===== src/rtl/core_bus_scheduler.sv =====
// core_bus_scheduler: sole master of the internal core bus. It decodes a global address, strobes one core, waits for done or timeout, and returns one response.
// Optional feature macro: CORE_BUS_STATS_EN (completion/timeout counters, read locally through opcode 0xFF).
module core_bus_scheduler #(
    parameter int NUM_CORES      = 2,
    parameter int CORE_SPAN_LOG2 = 4,
    parameter int TIMEOUT        = 255
) (
    input  logic                    clk_i,
    input  logic                    rst_n,
    input  logic                    cmd_valid_i,
    output logic                    cmd_ready_o,
    input  logic [7:0]              instruction_i,
    input  logic [23:0]             address_i,
    input  logic [31:0]             value_i,
    output logic                    rsp_valid_o,
    output logic                    rsp_err_o,
    output logic [31:0]             result_o,
    output logic [NUM_CORES-1:0]    core_sel_o,
    output logic [7:0]              core_instruction_o,
    output logic [23:0]             core_address_o,
    output logic [31:0]             core_value_o,
    input  logic [NUM_CORES-1:0]    core_done_i,
    input  logic [32*NUM_CORES-1:0] core_result_i
);
    localparam int          IDX_W       = (NUM_CORES > 1) ? $clog2(NUM_CORES) : 1;
    localparam logic [23:0] OFFSET_MASK = (24'd1 << CORE_SPAN_LOG2) - 24'd1;
    localparam logic [23:0] NUM_CORES_L = 24'(NUM_CORES);
    localparam logic [16:0] TIMEOUT_L   = 17'(TIMEOUT);

    typedef enum logic [1:0] {
        IDLE  = 2'd0,
        ISSUE = 2'd1,
        WAIT  = 2'd2,
        RESP  = 2'd3
    } state_t;

    state_t               state_r;
    logic [IDX_W-1:0]     idx_r;
    logic [15:0]          cnt_r;
    logic                 ready_r;
    logic                 rsp_valid_r;
    logic                 rsp_err_r;
    logic [31:0]          result_r;
    logic [NUM_CORES-1:0] core_sel_r;
    logic [7:0]           core_instruction_r;
    logic [23:0]          core_address_r;
    logic [31:0]          core_value_r;

    logic [23:0]          addr_idx_s;
    logic                 mapped_s;
    logic [NUM_CORES-1:0] onehot_s;
    logic                 done_sel_s;
    logic [31:0]          res_sel_s;
    logic [16:0]          cnt_inc_s;
    logic                 timeout_hit_s;

    assign cmd_ready_o        = ready_r;
    assign rsp_valid_o        = rsp_valid_r;
    assign rsp_err_o          = rsp_err_r;
    assign result_o           = result_r;
    assign core_sel_o         = core_sel_r;
    assign core_instruction_o = core_instruction_r;
    assign core_address_o     = core_address_r;
    assign core_value_o       = core_value_r;

    // Full-width decode so addresses far above the mapped range never alias onto a core.
    always_comb begin
        addr_idx_s = address_i >> CORE_SPAN_LOG2;
        mapped_s   = (addr_idx_s < NUM_CORES_L);
        onehot_s   = '0;
        for (int k = 0; k < NUM_CORES; k++) begin
            if (addr_idx_s == 24'(k)) begin
                onehot_s[k] = 1'b1;
            end else begin
                onehot_s[k] = 1'b0;
            end
        end
    end

    // Select the done bit and result slice of the core that owns the command in flight.
    always_comb begin
        done_sel_s = 1'b0;
        res_sel_s  = 32'h0000_0000;
        for (int k = 0; k < NUM_CORES; k++) begin
            if (idx_r == IDX_W'(k)) begin
                done_sel_s = core_done_i[k];
                res_sel_s  = core_result_i[k*32 +: 32];
            end else begin
                done_sel_s = done_sel_s;
                res_sel_s  = res_sel_s;
            end
        end
    end

    // Wait-cycle count including the current cycle; reaching TIMEOUT ends the wait.
    always_comb begin
        cnt_inc_s     = {1'b0, cnt_r} + 17'd1;
        timeout_hit_s = (cnt_inc_s == TIMEOUT_L);
    end

`ifdef CORE_BUS_STATS_EN
    logic [15:0] completions_r;
    logic [15:0] timeouts_r;
    logic        done_evt_s;
    logic        tmo_evt_s;

    assign done_evt_s = (state_r == WAIT) && done_sel_s;
    assign tmo_evt_s  = (state_r == WAIT) && !done_sel_s && timeout_hit_s;

    // Saturating counters of done and timeout responses.
    always_ff @(posedge clk_i) begin
        if (!rst_n) begin
            completions_r <= 16'h0000;
            timeouts_r    <= 16'h0000;
        end else begin
            if (done_evt_s && (completions_r != 16'hFFFF)) begin
                completions_r <= completions_r + 16'd1;
            end else begin
                completions_r <= completions_r;
            end
            if (tmo_evt_s && (timeouts_r != 16'hFFFF)) begin
                timeouts_r <= timeouts_r + 16'd1;
            end else begin
                timeouts_r <= timeouts_r;
            end
        end
    end
`endif

    // Command sequencer; the bus fields change only when a command is issued.
    always_ff @(posedge clk_i) begin
        if (!rst_n) begin
            state_r            <= IDLE;
            idx_r              <= '0;
            cnt_r              <= 16'h0000;
            ready_r            <= 1'b1;
            rsp_valid_r        <= 1'b0;
            rsp_err_r          <= 1'b0;
            result_r           <= 32'h0000_0000;
            core_sel_r         <= '0;
            core_instruction_r <= 8'h00;
            core_address_r     <= 24'h000000;
            core_value_r       <= 32'h0000_0000;
        end else begin
            rsp_valid_r <= 1'b0;
            core_sel_r  <= '0;
            case (state_r)
                IDLE: begin
                    if (cmd_valid_i && ready_r) begin
                        ready_r <= 1'b0;
                        if (instruction_i == 8'h00) begin
                            result_r    <= 32'h0000_0000;
                            rsp_err_r   <= 1'b0;
                            rsp_valid_r <= 1'b1;
                            state_r     <= RESP;
`ifdef CORE_BUS_STATS_EN
                        end else if (instruction_i == 8'hFF) begin
                            result_r    <= {timeouts_r, completions_r};
                            rsp_err_r   <= 1'b0;
                            rsp_valid_r <= 1'b1;
                            state_r     <= RESP;
`endif
                        end else if (!mapped_s) begin
                            result_r    <= 32'h0000_0000;
                            rsp_err_r   <= 1'b1;
                            rsp_valid_r <= 1'b1;
                            state_r     <= RESP;
                        end else begin
                            idx_r              <= addr_idx_s[IDX_W-1:0];
                            core_sel_r         <= onehot_s;
                            core_instruction_r <= instruction_i;
                            core_address_r     <= address_i & OFFSET_MASK;
                            core_value_r       <= value_i;
                            state_r            <= ISSUE;
                        end
                    end else begin
                        ready_r <= 1'b1;
                    end
                end
                ISSUE: begin
                    cnt_r   <= 16'h0000;
                    state_r <= WAIT;
                end
                WAIT: begin
                    if (done_sel_s) begin
                        result_r    <= res_sel_s;
                        rsp_err_r   <= 1'b0;
                        rsp_valid_r <= 1'b1;
                        state_r     <= RESP;
                    end else if (timeout_hit_s) begin
                        result_r    <= 32'h0000_0000;
                        rsp_err_r   <= 1'b1;
                        rsp_valid_r <= 1'b1;
                        state_r     <= RESP;
                    end else begin
                        cnt_r <= cnt_inc_s[15:0];
                    end
                end
                RESP: begin
                    ready_r <= 1'b1;
                    state_r <= IDLE;
                end
                default: begin
                    ready_r <= 1'b1;
                    state_r <= IDLE;
                end
            endcase
        end
    end
endmodule


===== config.mk =====
export PLATFORM = sky130hd
export DESIGN_NAME = core_bus_scheduler
export DESIGN_NICKNAME = d
export VERILOG_FILES = /design/src/rtl/core_bus_scheduler.sv
export SDC_FILE = /design/constraint.sdc
export NUM_CORES = 1
export LEC_CHECK = 0
export CAP_MARGIN = 15
export CORE_ASPECT_RATIO = 1.25
export CORE_UTILIZATION = 44
export DETAILED_ROUTE_END_ITERATION = 8
export GPL_TIMING_DRIVEN = 0
export PLACE_DENSITY = 0.86
export RECOVER_POWER = 50
export SLEW_MARGIN = 20
export SYNTH_ARGS = -nofsm -noshare
export SYNTH_HDL_FRONTEND = slang
export SYNTH_SLANG_ARGS = --single-unit

===== constraint.sdc =====
create_clock -name clk_i -period 5.6 [get_ports clk_i]
set_clock_uncertainty 0.2 [all_clocks]
set_input_delay 1.68 -clock clk_i [delete_from_list [all_inputs] [get_ports clk_i]]
set_output_delay 1.68 -clock clk_i [all_outputs]
set_load 0.02 [all_outputs]

# Word level (Yosys, flattened, before mapping)
# Index checks and enable logic that the tools add are counted.
[totals]
reg_bits = 100
out_inout_bits = 101
[classes]
add_sub_neg = 1
n_lt_le_gt_ge = 1
muxes = 33
n_reduce_logical = 12
n_eq_ne = 10
bitwise_logic = 5
[op_table]
columns = ["cell", "count"]
rows = [
  ["$mux W32", 6],
  ["$pmux W32 S2", 1],
  ["$mux W16", 2],
  ["$pmux W16 S2", 1],
  ["$logic_not A24 Y1", 1],
  ["$eq A20 B1 Y1 const B", 1],
  ["$lt A20 B2 Y1 const B", 1],
  ["$add A16 B1 Y17 const B", 1],
  ["$eq A17 B8 Y1 const B", 1],
  ["$mux W1", 14],
  ["$mux W2", 5],
  ["$logic_not A8 Y1", 1],
  ["$pmux W2 S4", 1],
  ["$reduce_and A4 Y1", 2],
  ["$ne A2 B2 Y1 const B", 3],
  ["$ne A3 B3 Y1 const B", 2],
  ["$pmux W1 S2", 3],
  ["$reduce_bool A2 Y1", 3],
  ["$not A1 Y1", 5],
  ["$reduce_or A5 Y1", 1],
  ["$eq A2 B2 Y1 const B", 2],
  ["$reduce_and A3 Y1", 1],
  ["$eq A2 B1 Y1 const B", 1],
  ["$logic_not A2 Y1", 1],
  ["other kinds (2)", 2],
]

# Depth between registers and ports, before layout
# Gate-level depths: netlist (run 1).
[logic_depth]
ltp_word = 5
ltp_mapped = 9
ltp_nobuf = 8

# Worst setup path before layout (run 1)
# OpenSTA, ideal clock, no wires.
[synth_path]
kind = "in2reg"
start = "input address_i[19]"
end = "register core_value_r[22] (netlist: core_value_o[22])"
n_path_buf = 1
setup_slack_ns = 1.828
stages = 6
arrival_time_ns = 3.502
required_ns = 5.330
path_cell_list = "nor4_1 > nand2_1 > a2111oi_1 > clkbuf_1 > nand2_1 > a21oi_1"
[synth_via]
elab_chain_cells = 2
[synth_lines]
columns = ["element", "line", "source"]
rows = [
  ["start: declaration", "13", "input logic [23:0] address_i,"],
  ["$lt A20 B2 Y1", "69", "mapped_s = (addr_idx_s < NUM_CORES_L);"],
  ["$reduce_and A4 Y1 (no line)", "-", ""],
  ["end signal: assignment", "173", "core_value_r <= value_i;"],
  ["end: declaration", "47", "logic [31:0] core_value_r;"],
]
# Every way passes these cells.
# A chain may end at the register's enable or synchronous reset.

# Worst setup path in the final report (run 1)
[layout_path]
start = "input address_i[22]"
end = "register result_r[25] (netlist: result_o[25])"
[layout_via]
elab_chain_cells = 3
[layout_lines]
columns = ["element", "line", "source"]
rows = [
  ["$lt A20 B2 Y1", "69", ""],
  ["$ne A3 B3 Y1 (no line)", "-", ""],
  ["$reduce_and A4 Y1 (no line)", "-", ""],
  ["end signal: assignment", "186", "result_r <= res_sel_s;"],
  ["end: declaration", "43", "logic [31:0] result_r;"],
]
# Every way passes these cells.

==> flow_metrics.env, run 1 <==
export IMPL_core_area_um2=10700
export IMPL_cts_max_path_buffers=2
export IMPL_insertion_delay_ns=0.34
export IMPL_initial_core_util_pct=45.7
export IMPL_cts_sinks=100
export IMPL_n_fill_cell=820
export IMPL_fin_ws_ns=0.870
export IMPL_relSlewSlack_pct=32.9
export IMPL_seq_area_frac_synth_pct=40.8
export IMPL_antenna_found_initial=0
export IMPL_holdPathEnd="core_value_o[2]"
export IMPL_dr_pass1_iters=5
export IMPL_hp_class="reg -> reg"
export IMPL_outcome="finished, final reports clean"
export IMPL_fin_crit_ns=4.73
export IMPL_drt_iter0_drc=388
export IMPL_grt_pass1_wl_um=25100
export IMPL_portBuffers=212
export IMPL_design_area_um2=7580
export IMPL_ir_drop_mv=0.168
export IMPL_p_total_mw=1.97
export IMPL_post_cts_setup_buffers=0
export IMPL_report_final_slew_viol_count=0
export IMPL_grt_total_usage_pct=28.3
export IMPL_postRouteWirelength_um=16400
export IMPL_timing_rr_end="cnt_r[15]"
export IMPL_reg2reg_from="cnt_r[1]"
export IMPL_wl_met2_um=8590
export IMPL_synth_top_area_cell="dfxtp_1"
export IMPL_hp_start="core_value_o[2]"
export IMPL_path_cells="clkdlybuf4s50_1 -> nor4_1 -> nand2_1 -> a211oi_1 -> a2bb2oi_1 -> nor3_1 -> clkbuf_1 -> a32oi_1 -> o21ai_0"
export IMPL_path_clk_slew_ns=0.07
export IMPL_yosys_area_top_type_share_pct=40.8
export IMPL_r2r_setup_slack_ns=1.58
export IMPL_dr_wl_met3_um=1360
export IMPL_synth_area_per_cell_um2=8.29
export IMPL_cts_made_buffers=9
export IMPL_via_count=5436
export IMPL_syn_cell_area_um2=4900
export IMPL_dpl_hpwl_um=12400
export IMPL_synth_edff_count=0
export IMPL_io_pins=234
export IMPL_synth_area_leaders="dfxtp_1, nand2_1, mux2_2, a32oi_1, a21oi_1"
export IMPL_ant_nets=0
export IMPL_cp_arrival_ns=4.74
export IMPL_cpMaxStageDelayCell="a2bb2oi_1"
export IMPL_die_x_um=96.4
export IMPL_grt_overflow_total=0
export IMPL_ff_latch_area_um2=2000
export IMPL_cts_repair_resized=0
export IMPL_setup_viol=0
export IMPL_grt_pass1_vias=5322
export IMPL_ff2ff_path_depth=9
export IMPL_dieArea_um2=11600
export IMPL_nNetsFinal=973
export IMPL_placed_area_um2=7270
export IMPL_hold_buffers=0
export IMPL_power_leakage_nw=2.95
export IMPL_routed_via_density=5.60
export IMPL_setup_tns_ns=0
export IMPL_dieHeight_um=120
export IMPL_pre_cts_ws_ns=0.671
export IMPL_cp_top_family="compound AO/OA/AOI/OAI gates"
export IMPL_gp_congestion=0.916
export IMPL_hold_violations=0
export IMPL_drv_cap=0
export IMPL_layout_drive_gt1_share_pct=9.06
export IMPL_rsz0062_at_grt="no"
export IMPL_grt_max_degree=17
export IMPL_yosys_warnings=0
export IMPL_power_density_nw_per_um2=260
export IMPL_cp_end_kind="flip-flop"
export IMPL_wl_met1_um=5910
export IMPL_async_reset_ff_share_pct=0
export IMPL_detail_route_wl_per_cell_um=16.9
export IMPL_finalCritPeriodShare_pct=84.5
export IMPL_synthCells=591
export IMPL_tightest_slew_ns=1.01
export IMPL_cp_start_kind="input port"
export IMPL_multi_input_area_um2=2560
export IMPL_ys_seq_elements=100
export IMPL_cts_max_level=3
export IMPL_drcViolationCount=0
export IMPL_max_freq_ghz=0.211
export IMPL_synth_top_flop_cell="dfxtp_1"
export IMPL_cts_tree="built"
export IMPL_rows=42
export IMPL_yosys_cell_types_count=53
export IMPL_min_delay_path_depth=2
export IMPL_n_antenna_cell=0
export IMPL_cp_max_fo=10
export IMPL_top_layer_used="met4"
export IMPL_synthToLayoutAreaGrowth_pct=54.7
export IMPL_critPathBufInv=2
export IMPL_cp_data_required_time_ns=5.61
export IMPL_cts_root_buffer="clkbuf_16"
export IMPL_path_class="in -> reg"
export IMPL_slowest_delay_ns=0.72
-- synthesized netlist by cell type, types with 8 or more instances --
cell	number
a21oi_1	48
inv_1	8
a32oi_1	32
mux2_2	32
nand3_1	15
nor2_1	15
o21ai_0	34
nor4_1	13
nand2_1	141
nor3_1	10
buf_4	21
dfxtp_1	100
clkbuf_1	40
-- placed cells by master (no fill, tap or decap), types with 10 or more instances in the layout --
cell type / Yosys / final
nand2_1: 141 / 141
a21oi_1: 48 / 48
conb_1: 1 / 20
buf_4: 21 / 21
dlygate4sd3_1: 0 / 81
nand3_1: 15 / 15
nor3_1: 10 / 10
dfxtp_1: 100 / 100
nor4_1: 13 / 13
o21ai_0: 34 / 35
clkbuf_1: 40 / 42
a32oi_1: 32 / 32
nor2_1: 15 / 15
mux2_2: 32 / 32
clkdlybuf4s50_1: 0 / 131
-- flip-flops by register name, summed over array words and instances, names as in the netlist, 2 cells and up --
register	count
core_instruction_o	8
state_r	2
core_sel_o	2
result_o	32
core_value_o	32
core_address_o	4
cnt_r	16
-- through the flow --
step	instances	hold slack, ns	utilization [%]
final	971	0.256	70.7
after global routing	971	0.268	70.7
after CTS	971	0.257	71.1
after global placement	954	0.243	67.7
after floorplan	610	0.271	-
after detailed placement	955	0.249	67.8
-- final cells by class --
cell class / instances / area share (%)
sequential: 100 / 26.4
tap: 132 / 2.18
buffer: 66 / 4.52
timing repair buffer: 213 / 28.1
inverter: 8 / 0.396
multi-input combinational: 436 / 33.8
clock buffer: 11 / 3.20
clock inverter: 5 / 1.40
-- cells by family after synthesis --
family	count (synthesis)	synth area share [%]
multiplexers	36	8.20
other	1	0.0765
buffers and inverters	74	7.63
XOR/XNOR	6	1.07
AO/OA/AOI/OAI	151	21.2
AND/OR/NAND/NOR	217	19.4
flip-flops	100	40.8
adder cells (fa/ha/maj)	6	1.53
-- how the worst max path moves through the flow --
stage                        from          endpoint  slack, ns  cells past startpoint
floorplan           address_i[19]  core_value_o[22]       1.83                      6
global placement    address_i[22]  core_value_o[16]       0.77                      7
detailed placement  address_i[22]      result_o[25]       0.67                      9
CTS                 address_i[22]      result_o[25]       0.90                      9
global route         address_i[9]      result_o[25]       0.52                      9
finish              address_i[22]      result_o[25]       0.87                      9
-- power breakdown --
part	switching (mW)	leakage (nW)	internal (mW)	total [mW]
sequential	0.0293	0.807	0.746	0.775
combinational	0.269	1.98	0.203	0.472
clock	0.273	0.166	0.451	0.724
total	0.571	2.95	1.40	1.97
-- worst register-to-register path, stage by stage (launching register included) --
cell and delay [ns]:
dfxtp_1 0.46, ha_1 0.29, nand3_1 0.26, a2111oi_0 0.36, a21oi_1 0.11, or4_1 0.61, o21ai_0 0.78, nor2_1 0.17
clkbuf_1 0.28, a221o_1 0.39
-- routing by layer --
metal / track usage (%) / vias to the layer above
met4: 13.5 / 0
met3: 6.84 / 45
li1: - / 2563
met1: 30.6 / 2548
met5: 0 / -
met2: 50.3 / 280
No activity file was read; power rests on OpenSTA's default activity.
==> run 2, diff against run 1 <==
CORE_UTILIZATION = 41   (was 44)
PLACE_DENSITY = 0.81   (was 0.86)
clock period = 4.7 ns   (was 5.6 ns; I/O delays follow)
==> run 2 against run 1 <==
Net effect:
- critical path depth unchanged
- global-route usage fell by 2.1 points
- final cell count rose by 3.0%
- count of clock-buffer cells in the layout down 2
- via count is 2.2% lower
- sequential cell count did not move
- core utilization shrank 5.4 points
- non-clock buffer count stayed put
==> flow_metrics.env, run 2 (synthesis results as in run 1) <==
export IMPL_cp_arrival_ns=4.27
export IMPL_core_area_um2=11600
export IMPL_stdcell_count=1000
export IMPL_cpMaxStageDelayCell="a211oi_1"
export IMPL_dr_pass1_iters=5
export IMPL_path_cells="clkdlybuf4s50_1 -> nor4_1 -> nand3_1 -> a211oi_1 -> a2bb2oi_2 -> nor3_1 -> clkbuf_1 -> a32oi_1 -> o21ai_0"
export IMPL_dieHeight_um=124
export IMPL_cp_max_fo=10
export IMPL_power_leakage_nw=2.93
export IMPL_initial_core_util_pct=42.2
export IMPL_dieArea_um2=12400
export IMPL_slowest_delay_ns=0.51
export IMPL_place_inst=984
export IMPL_gp_congestion=0.845
export IMPL_synthToLayoutAreaGrowth_pct=54.7
export IMPL_path_clk_slew_ns=0.07
export IMPL_p_total_mw=2.23
export IMPL_hold_violations=0
export IMPL_rows=44
export IMPL_cts_max_path_buffers=2
export IMPL_report_final_slew_viol_count=0
export IMPL_cp_start_kind="input port"
export IMPL_die_x_um=99.8
export IMPL_grt_overflow_total=0
export IMPL_layout_common_cells="nand2_1, clkdlybuf4s50_1, dfxtp_1, dlygate4sd3_1, a21oi_1"
export IMPL_detail_route_wl_per_cell_um=15.9
export IMPL_cts_sinks=100
export IMPL_hold_buffers=0
export IMPL_via_count=5319
export IMPL_cts_root_buffer="clkbuf_16"
export IMPL_routed_via_density=5.32
export IMPL_n_antenna_cell=0
export IMPL_cts_max_level=3
export IMPL_n_fill_cell=967
export IMPL_portBuffers=212
export IMPL_grt_pass1_vias=5365
export IMPL_tightest_slew_ns=1.20
export IMPL_power_density_nw_per_um2=295
export IMPL_cp_data_required_time_ns=4.73
export IMPL_drv_cap=0
export IMPL_outcome="finished, final reports clean"
export IMPL_post_cts_setup_buffers=0
export IMPL_ant_nets=0
export IMPL_ir_drop_mv=0.251
export IMPL_setup_tns_ns=0
export IMPL_nNetsFinal=973
export IMPL_io_pins=234
export IMPL_fin_crit_ns=4.24
export IMPL_dpl_hpwl_um=12100
export IMPL_cts_tree="built"
export IMPL_grt_pass1_wl_um=25700
export IMPL_postRouteWirelength_um=15900
export IMPL_final_common_cell="nand2_1"
export IMPL_insertion_delay_ns=0.35
export IMPL_rsz0062_at_grt="no"
export IMPL_finalCritPeriodShare_pct=90.2
export IMPL_setup_viol=0
export IMPL_drcViolationCount=0
export IMPL_relSlewSlack_pct=19.9
export IMPL_drt_iter0_drc=368
export IMPL_critPathBufInv=2
export IMPL_cp_end_kind="flip-flop"
export IMPL_max_freq_ghz=0.236
export IMPL_layout_drive_gt1_share_pct=9.54
export IMPL_antenna_found_initial=0
export IMPL_path_class="in -> reg"
export IMPL_cts_made_buffers=9
export IMPL_cp_top_family="compound AO/OA/AOI/OAI gates"
export IMPL_grt_max_degree=17
export IMPL_grt_total_usage_pct=26.1
export IMPL_utilization_pct=65.3
export IMPL_hp_class="reg -> reg"
export IMPL_cts_repair_resized=0
==> run 2: worst paths after layout <==
kind                    startpoint               end  slack (ns)  cells past startpoint
hold reg to reg   core_value_o[12]  core_value_o[12]        0.25                      2
hold / removal    core_value_o[12]  core_value_o[12]        0.25                      2
setup / recovery     address_i[10]      result_o[27]        0.46                      9
setup reg to reg          cnt_r[1]          cnt_r[4]        0.75                      9
==> run 2: per-stage QoR <==
| stage | hold slack, ns | setup WS, ns | cell area (um^2) |
|---|---|---|---|
| 6_report | 0.250 | 0.460 | 7580 |
| 5_1_grt | 0.278 | 0.217 | 7580 |
| 3_5_place_dp | 0.246 | -0.177 | 7310 |
| 3_3_place_gp | 0.242 | -0.122 | 7300 |
| 2_1_floorplan | 0.271 | 1.20 | 4970 |
| 4_1_cts | 0.255 | 0.159 | 7600 |
==> run 2: power by group <==
group | switching (mW) | internal (mW) | leakage, nW
logic | 0.322 | 0.245 | 1.98
clock network | 0.332 | 0.411 | 0.149
registers | 0.0356 | 0.888 | 0.807
total | 0.690 | 1.54 | 2.93
==> run 2: layer usage <==
layer  global-route usage [%]  wire [um]
met1                     27.7       5890
met4                     11.9        597
met2                     46.0       8050
met3                     8.50       1330
met5                        0          0
==> run 2: tightest hold or removal path, stage by stage, from the launching register on <==
cell     delay, ns
dfxtp_1       0.31
nand2_1       0.05
a21oi_1       0.05
==> run 2: final cells by class <==
type | instances | area, um^2 | share of cell area [%]
inverter | 8 | 30.0 | 0.396
sequential | 100 | 2000 | 26.4
tap | 161 | 201 | 2.66
clock buffer | 9 | 225 | 2.97
multi-input combinational | 436 | 2590 | 34.1
timing repair buffer | 213 | 2130 | 28.1
clock inverter | 7 | 67.6 | 0.891
buffer | 66 | 342 | 4.51
==> run 3, diff against run 2 <==
--- a/constraint.sdc
+++ b/constraint.sdc
@@ -3,3 +3,3 @@
 set_input_delay 1.41 -clock clk_i [delete_from_list [all_inputs] [get_ports clk_i]]
 set_output_delay 1.41 -clock clk_i [all_outputs]
-set_load 0.02 [all_outputs]
+set_load 0.05 [all_outputs]
==> results of run 3 <==
Same layout as run 2 (identical final DEF). Status: finished, final reports clean.
Main changes from that run: total power 2.23 mW -> 2.32 mW
==> RTL edit 1, RTL diff (settings of run 3) <==
The parameter `NUM_CORES` goes from 2 to 1.
--- a/src/rtl/core_bus_scheduler.sv
+++ b/src/rtl/core_bus_scheduler.sv
@@ -1,7 +1,7 @@
 // core_bus_scheduler: sole master of the internal core bus. It decodes a global address, strobes one core, waits for done or timeout, and returns one response.
 // Optional feature macro: CORE_BUS_STATS_EN (completion/timeout counters, read locally through opcode 0xFF).
 module core_bus_scheduler #(
-    parameter int NUM_CORES      = 2,
+    parameter int NUM_CORES      = 1,
     parameter int CORE_SPAN_LOG2 = 4,
     parameter int TIMEOUT        = 255
 ) (
Interface: changed (resized core_done_i, core_result_i and core_sel_o); port bits go from 234 to 200. No check against the original RTL was run, so the function may have changed too.
==> RTL edit 1 against run 3 <==
Die area fell by 9.9%. Setup slack better by 0.42 ns. Global-route usage down 1.6 points. Hold slack better by 0.0019 ns. Synthesized cell count fell by 9.6%. Sequential cell count is 1 lower. Synthesized area shrank 10%. Final area is 11% lower. Maximum frequency increased by 11%. Routed wire length down 17%. Total power up 6.3%. Critical path depth decreased by 1. Largest cell class unchanged.
==> RTL edit 1: results (changes against run 3) <==
----------------------------------------------------
[Run status]
  Status ... completed (unchanged)

[Placement]
  Number of I/O port buffers ... 178 (was 212)
  Post-place instance area ... 0.00643 mm2 (was 0.00731 mm2)
  Global placer's final weighted congestion ... 0.819 (was 0.845)
  Setup slack after placement ... 0.542 ns (was -0.177 ns)
  HPWL reported at the end of detailed placement ... 10.2 mm (was 12.1 mm)

[GRT]
  Met2 capacity usage during global routing ... 0.451 (was 0.460)
  Met1 track demand over resource in global routing ... 0.245 (was 0.277)
  Met3 GRT Util ... 0.0711 (was 0.0850)
  Total Routing Usage GR ... 0.245 (was 0.261)
  Wire length of the first global-routing pass ... 21.3 mm (was 25.7 mm)

[Logic synthesis]
  Cell types occupying the most area after synthesis ... sky130_fd_sc_hd__dfxtp_1 45%, sky130_fd_sc_hd__nand2_1 14%, sky130_fd_sc_hd__mux2i_1 8.2%, sky130_fd_sc_hd__a21oi_1 6.0%, sky130_fd_sc_hd__buf_4 3.4% (was sky130_fd_sc_hd__dfxtp_1 41%, sky130_fd_sc_hd__nand2_1 11%, sky130_fd_sc_hd__mux2_2 7.4%, sky130_fd_sc_hd__a32oi_1 5.7%, sky130_fd_sc_hd__a21oi_1 4.9%)
  Synth Area in XOR/XNOR ... 0.00795 (was 0.0107)
  Most common library cells after synthesis ... 167 x sky130_fd_sc_hd__nand2_1, 99 x sky130_fd_sc_hd__dfxtp_1, 53 x sky130_fd_sc_hd__a21oi_1 (was 141 x sky130_fd_sc_hd__nand2_1, 100 x sky130_fd_sc_hd__dfxtp_1, 48 x sky130_fd_sc_hd__a21oi_1)
  Mux cell area share after synthesis ... 0.0844 (was 0.0820)
  Adder-Cell Fraction of Synth Area ... 0.0170 (was 0.0153)
  Syn Area/Cell ... 8.25 um2 (was 8.29 um2)
  Portion of the post-synthesis area used by sequential elements ... 0.450 (was 0.408)
  Number of distinct library cell variants in the gate-level netlist after synthesis ... 51 (was 53)

[Power and ir drop]
  Cell leakage power ... 2.85 nW (was 2.93 nW)
  Worst ir drop on vdd ... 0.215 mV (was 0.251 mV)

[Cells and area]
  Net count reported at finish ... 848 (was 973)
  Filler cell count in the final layout ... 841 (was 967)
  Share of layout cells above drive strength 1 ... 0.0683 (was 0.0954)

[Critical path]
  Largest delay contributor family on the critical path ... simple AND/OR/NAND/NOR gates (was compound AO/OA/AOI/OAI gates)
  CP max-delay cell ... sky130_fd_sc_hd__or4_1 (was sky130_fd_sc_hd__a211oi_1)
  Maximum cell stage delay along the critical path ... 0.54 ns (was 0.51 ns)

[Route]
  DR iter-0 viols ... 141 (was 368)
  Routed vias/inst ... 5.09 (was 5.32)

----------------------------------------------------
## RTL edit 1: cell types whose count changed after synthesis, moves of 4 or more
cell	change
sky130_fd_sc_hd__mux2i_1	+33
sky130_fd_sc_hd__mux2_2	-31
sky130_fd_sc_hd__nand2b_1	+4
sky130_fd_sc_hd__nand2_1	+26
sky130_fd_sc_hd__or4_1	+5
sky130_fd_sc_hd__a21oi_1	+5
sky130_fd_sc_hd__o21ai_0	-24
sky130_fd_sc_hd__clkbuf_1	-16
sky130_fd_sc_hd__a32oi_1	-32
sky130_fd_sc_hd__nor4_1	-5
sky130_fd_sc_hd__nor3_1	-4
## RTL edit 1: path summary, 6_finish.rpt
check                           cells past startpoint               endpoint             start  slack, ns
worst max-delay path                                8  core_instruction_o[5]  instruction_i[4]       0.88
worst min-delay path                                2       core_value_o[27]  core_value_o[27]       0.25
worst max register to register                      9            result_o[2]          cnt_r[1]       1.01
worst min register to register                      2       core_value_o[27]  core_value_o[27]       0.25
## RTL edit 1: tightest hold or removal path, stage by stage (launching register included)
cell and delay (ns):
sky130_fd_sc_hd__dfxtp_1 0.31, sky130_fd_sc_hd__nand2_1 0.05, sky130_fd_sc_hd__a21oi_1 0.05
## RTL edit 1: power by group
| group | internal [W] | switching (W) |
|---|---|---|
| clock | 0.000536 | 0.000326 |
| sequential | 0.000877 | 0.0000266 |
| combinational | 0.000290 | 0.000413 |
## RTL edit 1: cell type report
cell class / instances / area [um2] / share of cell area
clock inverters: 6 / 113 / 0.0167
diodes: 1 / 2.50 / 0.000370
inverters: 8 / 30.0 / 0.00444
clock buffers: 10 / 239 / 0.0354
flip-flops and latches: 99 / 1980 / 0.293
plain buffers: 49 / 283 / 0.0419
well taps: 129 / 161 / 0.0239
repair buffers: 178 / 1780 / 0.264
multi-input cells: 397 / 2160 / 0.320
==> RTL edit 2, RTL diff (config.mk and constraints of run 3) <==
Without the edit above. The 4 states of `state_t` get a one-hot encoding in 4 bits.
--- a/src/rtl/core_bus_scheduler.sv
+++ b/src/rtl/core_bus_scheduler.sv
@@ -27,11 +27,11 @@
     localparam logic [23:0] NUM_CORES_L = 24'(NUM_CORES);
     localparam logic [16:0] TIMEOUT_L   = 17'(TIMEOUT);
 
-    typedef enum logic [1:0] {
-        IDLE  = 2'd0,
-        ISSUE = 2'd1,
-        WAIT  = 2'd2,
-        RESP  = 2'd3
+    typedef enum logic [3:0] {
+        IDLE  = 4'b0001,
+        ISSUE = 4'b0010,
+        WAIT  = 4'b0100,
+        RESP  = 4'b1000
     } state_t;
 
     state_t               state_r;
Behaviour: no difference found for any inputs over 4 cycles, from zero or initial values and one cycle with rst_n low; so few cycles prove little.
==> RTL edit 2 against run 3 <==
Synthesized cell count shrank 12%. Count of clock-buffer cells in the layout up 1. Non-clock buffer count fell by 11. Final area decreased by 4.6%. Combinational power down 46%. Setup slack improved by 0.21 ns. First-iteration DRC count fell by 29%. Sequential cell count is 2 higher. Total power down 14%. Routed wire length is 9.3% lower. Cell count shrank 9.8%. Synthesized area decreased by 6.5%. Critical path type unchanged. Highest routed layer unchanged.
==> RTL edit 2: results (changes against run 3) <==
----------------------------------------------------
[Run status]
  Status ... completed (unchanged)

[GRT]
  Met1 track demand over resource in global routing ... 0.252 (was 0.277)
  Number of global-route vias before repair ... 4,817 (was 5,365)
  Pin count of the biggest net entering global routing ... 18 (was 17)
  Met3 GRT Util ... 0.0786 (was 0.0850)
  Met2 capacity usage during global routing ... 0.455 (was 0.460)

[Placement]
  HPWL reported at the end of detailed placement ... 11.4 mm (was 12.1 mm)
  Placed insts ... 885 (was 984)
  Global placer's final weighted congestion ... 0.902 (was 0.845)

[Power and ir drop]
  Switch share ... 0.265 (was 0.335)
  Worst ir drop on vdd ... 0.229 mV (was 0.251 mV)

[Route]
  Post-Route M1 WL ... 5.05 mm (was 5.89 mm)
  Routed vias/inst ... 5.25 (was 5.32)
  Met3 wire length ... 1.37 mm (was 1.33 mm)
  Metal2 WL ... 7.46 mm (was 8.05 mm)

[Cells and area]
  Share of layout cells above drive strength 1 ... 0.0702 (was 0.0954)
  Net count reported at finish ... 899 (was 973)
  Multi-input gate area in the final layout ... 0.00226 mm2 (was 0.00259 mm2)

[Logic synthesis]
  Number of instances in the synthesized netlist ... 521 (was 591)
  Synth Area in XOR/XNOR ... 0.0153 (was 0.0107)
  Most common library cells after synthesis ... 112 x sky130_fd_sc_hd__nand2_1, 102 x sky130_fd_sc_hd__dfxtp_1, 48 x sky130_fd_sc_hd__a21oi_1 (was 141 x sky130_fd_sc_hd__nand2_1, 100 x sky130_fd_sc_hd__dfxtp_1, 48 x sky130_fd_sc_hd__a21oi_1)
  Portion of the post-synthesis area used by sequential elements ... 0.446 (was 0.408)

[Critical path]
  Arr. time, crit path ... 4.04 ns (was 4.27 ns)
  CP max-delay cell ... sky130_fd_sc_hd__clkbuf_1 (was sky130_fd_sc_hd__a211oi_1)
  Maximum cell stage delay along the critical path ... 0.49 ns (was 0.51 ns)

----------------------------------------------------
[RTL edit 2: worst paths after layout]
check | start | end | slack, ns | cells past startpoint
worst max-delay path | core_done_i[1] | cnt_r[3] | 0.67 | 8
worst max register to register | cnt_r[0] | cnt_r[3] | 1.09 | 10
worst min register to register | core_value_o[0] | core_value_o[0] | 0.25 | 2
worst min-delay path | core_value_o[0] | core_value_o[0] | 0.25 | 2
[RTL edit 2: area by class of cell]
type,instances,share of cell area
diodes,1,0.000346
plain buffers,55,0.0398
clock buffers,10,0.0330
clock inverters,6,0.00934
inverters,11,0.00571
multi-input cells,372,0.312
flip-flops and latches,102,0.282
well taps,132,0.0228
repair buffers,213,0.295
[RTL edit 2: power by group through the flow]
stage               Combinational [W]  Clock (W)  Sequential, W
floorplan                    0.000155          0       0.000941
global placement             0.000347          0       0.000912
detailed placement           0.000353          0       0.000913
CTS                          0.000354   0.000774       0.000892
global route                 0.000378   0.000806       0.000894
finish                       0.000352   0.000763       0.000893
